$ cat config.mk
export PLATFORM = sky130hd
export DESIGN_NAME = timer_share_arb
export DESIGN_NICKNAME = d
export VERILOG_FILES = /design/src/rtl/timer_share_arb.sv
export SDC_FILE = /design/constraint.sdc
export NUM_CORES = 1
export LEC_CHECK = 0
export BUFFER_PORTS_ARGS = -buffer_cell sky130_fd_sc_hd__buf_2
export CAP_MARGIN = 20
export CORE_ASPECT_RATIO = 1.2
export CORE_MARGIN = 2
export CORE_UTILIZATION = 45
export DETAILED_ROUTE_END_ITERATION = 12
export PLACE_DENSITY = 0.69
export SYNTH_ARGS = -nofsm -noshare
export SYNTH_HDL_FRONTEND = slang
export SYNTH_SLANG_ARGS = --single-unit
$ cat constraint.sdc
create_clock -name clk -period 3.05 [get_ports clk]
set_input_delay 0.305 -clock clk [delete_from_list [all_inputs] [get_ports clk]]
set_output_delay 0.305 -clock clk [all_outputs]
set_load 0.01 [all_outputs]
$ cat src/rtl/timer_share_arb.sv
// ---------------------------------------------------------------------------
// timer_share_arb
//   Round-robin arbiter and sequencer that lends one CW-bit interval counter
//   to NREQ requesters. The winner's duration is captured at grant. The
//   counter then runs 0..dur. A one-cycle done pulse goes back to the owner,
//   and then the resource returns to IDLE for re-arbitration.
//
// Ports
//   clk    in   1        clock, all state on rising edge
//   rst    in   1        asynchronous active-high reset
//   req    in   NREQ     level request per requester
//   dur    in   NREQ*CW  duration per requester, slice i = dur[i*CW +: CW]
//   gnt    out  NREQ     one-hot grant, zero when free (registered)
//   owner  out  IW       index of current owner, valid while busy
//   busy   out  1        resource owned (RUN or DONE)
//   count  out  CW       current counter value
//   done   out  NREQ     one-cycle completion pulse to owner (registered)
// ---------------------------------------------------------------------------
module timer_share_arb #(
  parameter int NREQ = 4,
  parameter int CW   = 3,
  parameter int IW   = 2
) (
  input  logic               clk,
  input  logic               rst,
  input  logic [NREQ-1:0]    req,
  input  logic [NREQ*CW-1:0] dur,
  output logic [NREQ-1:0]    gnt,
  output logic [IW-1:0]      owner,
  output logic               busy,
  output logic [CW-1:0]      count,
  output logic [NREQ-1:0]    done
);

  localparam logic [1:0] ST_IDLE = 2'd0;
  localparam logic [1:0] ST_RUN  = 2'd1;
  localparam logic [1:0] ST_DONE = 2'd2;

  logic [1:0]    state_reg;
  logic [IW-1:0] ptr_reg;
  logic [CW-1:0] limit_reg;

  // Per-requester duration slices.
  logic [CW-1:0] dur_arr [NREQ];

  for (genvar gi = 0; gi < NREQ; gi++) begin : g_dur
    assign dur_arr[gi] = dur[gi*CW +: CW];
  end

  // Round-robin search.
  // Candidates are visited from the farthest position (ptr+NREQ) to the
  // nearest one (ptr+1). Each later hit overrides an earlier one, so the
  // requester closest after the pointer wins.
  logic [IW-1:0] win;
  logic [IW-1:0] cand;

  always_comb begin
    win  = '0;
    cand = '0;
    for (int k = NREQ; k >= 1; k--) begin
      cand = IW'((int'(ptr_reg) + k) % NREQ);
      if (req[cand]) begin
        win = cand;
      end
    end
  end

  always_ff @(posedge clk or posedge rst) begin
    if (rst) begin
      state_reg <= ST_IDLE;
      ptr_reg   <= IW'(NREQ - 1);
      limit_reg <= '0;
      gnt       <= '0;
      owner     <= '0;
      busy      <= 1'b0;
      count     <= '0;
      done      <= '0;
    end else begin
      case (state_reg)
        ST_IDLE: begin
          if (|req) begin
            gnt       <= NREQ'(1) << win;
            owner     <= win;
            busy      <= 1'b1;
            count     <= '0;
            limit_reg <= dur_arr[win];
            state_reg <= ST_RUN;
          end
        end
        ST_RUN: begin
          // Abort takes precedence over reaching the limit: no done is sent.
          if (!req[owner]) begin
            gnt       <= '0;
            busy      <= 1'b0;
            count     <= '0;
            ptr_reg   <= owner;
            state_reg <= ST_IDLE;
          end else if (count == limit_reg) begin
            done      <= NREQ'(1) << owner;
            state_reg <= ST_DONE;
          end else begin
            count <= count + 1'b1;
          end
        end
        ST_DONE: begin
          done      <= '0;
          gnt       <= '0;
          busy      <= 1'b0;
          count     <= '0;
          ptr_reg   <= owner;
          state_reg <= ST_IDLE;
        end
        default: begin
          state_reg <= ST_IDLE;
        end
      endcase
    end
  end

endmodule

==> results.json <==
{
  "critPathRequiredTime_ps": 3280,
  "die_h_um": 61.82,
  "power_density_nw_per_um2": 879.2,
  "rsz0062_at_grt": "false",
  "wl_per_cell_um": 13.95,
  "clkPwrFrac_pct": 10.7,
  "end_kind": "flip-flop",
  "antenna_found_initial": 0,
  "cp.arrival_ps": 2140,
  "drt-pass1-iter-count": 4,
  "cts.hold.buffers_added": 0,
  "wirelength_mm": 2.650,
  "grt_max_degree": 22,
  "fin_util_pct": 55.72,
  "fin_crit_sh_pct": 62.68,
  "p_comb_share_pct": 49.8,
  "coreArea_um2": 2603,
  "power_leakage_uw": 0.0007134,
  "synth_cell_type_count": 35,
  "path_clk_slew_ps": 120,
  "max_slew_margin_pct": 46.21,
  "hp-class": "input pin to asynchronous set/reset pin",
  "syn_nets": 148,
  "path_cells": "mux2i_1 -> o22ai_1 -> a21oi_1 -> buf_4 -> mux2_2 -> a311oi_1",
  "critical-path-max-stage-delay_ps": 610,
  "status": "completed",
  "pwr-share-seq_pct": 39.5,
  "finalHoldViolations": 0,
  "power.internal_uw": 722.6,
  "yosys.area.top_type_share_pct": 37.92,
  "cts_resized": 0,
  "switching_power_uw": 552.4,
  "slowest_stage": "dfstp_2",
  "track_usage_pct": 19.12,
  "io-pin-count": 32,
  "areaGrowthSynthToFinish_pct": 15.67,
  "fin_skew_ps": 3.941,
  "die_width_um": 52.19,
  "tns_ps": 0,
  "rr_endpoint": "limit_reg[2]$_DFFE_PP0P_",
  "tritoncts": "yes",
  "fin_crit_ps": 1912,
  "grt_pass1_vias": 987,
  "drt_iter0_markers": 30,
  "peakVddDrop_mv": 0.4644,
  "cts-root-buf": "clkbuf_4",
  "n_antenna_cell": 0,
  "cts_made_buffers": 3,
  "path_class": "flip-flop to flip-flop",
  "dp_hpwl_mm": 2.035,
  "reg2regPathDepth": 6,
  "insertion_delay_ps": 310,
  "htree_levels": 1,
  "vias": 1032,
  "worst_slew_pin_slew_ps": 806.0,
  "r2r_slack_ps": 1140,
  "synth-seq-cells": 21,
  "postCtsSetupBuffers": 0,
  "clockBufferDepth": 2,
  "startpoint": "ptr_reg[1]$_DFFE_PP1P_",
  "port_buffers": 31,
  "drive_gt1_share_pct": 31.85,
  "max_freq_mhz": 523.1,
  "start_kind": "flip-flop",
  "dieArea_um2": 3226,
  "start_util_pct": 48.17,
  "grt_remaining_overflow": 0,
  "vias_per_cell": 5.432,
  "cts.sinks": 21,
  "top_regs": "done: 4 flops, gnt: 4 flops",
  "num_rows": 20,
  "drv_slew": 0,
  "r2r-start": "ptr_reg[1]$_DFFE_PP1P_",
  "synthTopCellsByArea": "dfrtp_1 38%, ha_1 5.0%, o21ai_0 4.8%",
  "synth_cells": 125,
  "drv_cap": 0,
  "swShare_pct": 43.33,
  "drc": 0,
  "gp_routability_congestion": 0.7968,
  "yosys.area.top_type": "dfrtp_1",
  "ys_seq_area_share_pct": 42.12,
  "grt_first_pass_wirelength_mm": 4.526,
  "cp_max_fo": 11,
  "setup_viol": 0,
  "finish.net_count": 181,
  "ant_nets": 0,
  "syn-mean-instance-area_um2": 10.03,
  "yosys_warnings": 0,
  "synth_area_um2": 1254
}
[kinds of logic (layout without fill, tap and decap cells)]
| logic type | Yosys count | in the layout | synth area share (%) |
|---|---|---|---|
| multiplexers | 9 | 9 | 8.583 |
| adder cells (fa/ha/maj) | 5 | 5 | 4.990 |
| flip-flops | 21 | 21 | 42.12 |
| buffers and inverters | 13 | 45 | 5.489 |
| XOR/XNOR | 3 | 3 | 2.096 |
| AO/OA/AOI/OAI | 30 | 30 | 17.67 |
| AND/OR/NAND/NOR | 44 | 44 | 19.06 |
[critical path, delay by kind of cell (launching register included)]
| family | cells | cell delay, ps |
|---|---|---|
| muxes | 2 | 560 |
| DFF | 1 | 610 |
| buffers and inverters | 1 | 220 |
| AOI/OAI and AO/OA | 3 | 450 |
[final cells by class]
class	instances	area, um2
timing repair buffer	32	162.7
fill	248	1152
sequential	21	528.0
clock inverter	1	5.005
multi-input combinational	91	656.9
clock buffer	3	22.52
inverter	9	33.78
tap	33	41.29
[placed cells by master, fill, tap and decap left out, types with 3 or more instances in the layout]
cell	instances
nand3b_1	3
buf_2	31
mux2i_1	4
nand2_1	16
a21oi_1	4
nand3_1	6
clkbuf_4	3
inv_1	9
mux2_2	4
ha_1	5
nor2_1	6
dfrtp_1	19
xnor2_1	3
nor2b_1	3
o21ai_0	12
nand2b_1	3
[layer usage]
layer	global-route usage, %	up-vias	wire length (um)
met1	23.47	502	1152
met4	7.692	0	46
met3	2.153	5	72
li1	-	505	-
met5	0	-	0
met2	34.54	20	1378
[cells in the mapped netlist (all sizes together)]
cell type and count:
buf 4, mux2 4, o22ai 1, nand3b 3, a31oi 1, nand2b 4
inv 9, mux2i 4, a21o 2, mux4 1, a22o 2, nor4 2
o311ai 2, nand2 17, a21oi 4, ha 5, o41ai 2, o21ai 13
xnor2 3, o2bb2ai 2, a311oi 1, nand4b 1, nor2b 3, nand3 6
nor2 6, nor3 2, dfstp 2, dfrtp 19
[through the flow]
step / worst slack, ps / cells / area (um2) / power, uW / hold WS (ps)
floorplan: 1344 / 125 / 1254 / 987.8 / 280.0
global placement: 1201 / 186 / 1423 / 1123 / 467.4
detailed placement: 1151 / 186 / 1423 / 1146 / 470.8
CTS: 1119 / 190 / 1450 / 1288 / 142.5
global route: 969.7 / 190 / 1450 / 1386 / 192.9
finish: 1138 / 190 / 1450 / 1275 / 125.0
[worst max path at each step]
| stage | cells past startpoint | slack (ps) | endpoint |
|---|---|---|---|
| 2_1_floorplan | 5 | 1340 | gnt[1]$_DFFE_PP0P_ |
| 3_3_place_gp | 6 | 1200 | limit_reg[2]$_DFFE_PP0P_ |
| 3_5_place_dp | 6 | 1150 | limit_reg[2]$_DFFE_PP0P_ |
| 4_1_cts | 6 | 1120 | limit_reg[2]$_DFFE_PP0P_ |
| 5_1_grt | 6 | 970 | limit_reg[2]$_DFFE_PP0P_ |
| 6_report | 6 | 1140 | limit_reg[2]$_DFFE_PP0P_ |
[power by group through the flow]
stage / clock network (uW) / logic [uW] / registers [uW]
floorplan: 0 / 472 / 516
global placement: 0 / 621 / 502
detailed placement: 0 / 637 / 510
CTS: 143 / 639 / 505
global route: 153 / 713 / 521
finish: 137 / 635 / 503
(Power assumes the default switching activity.)
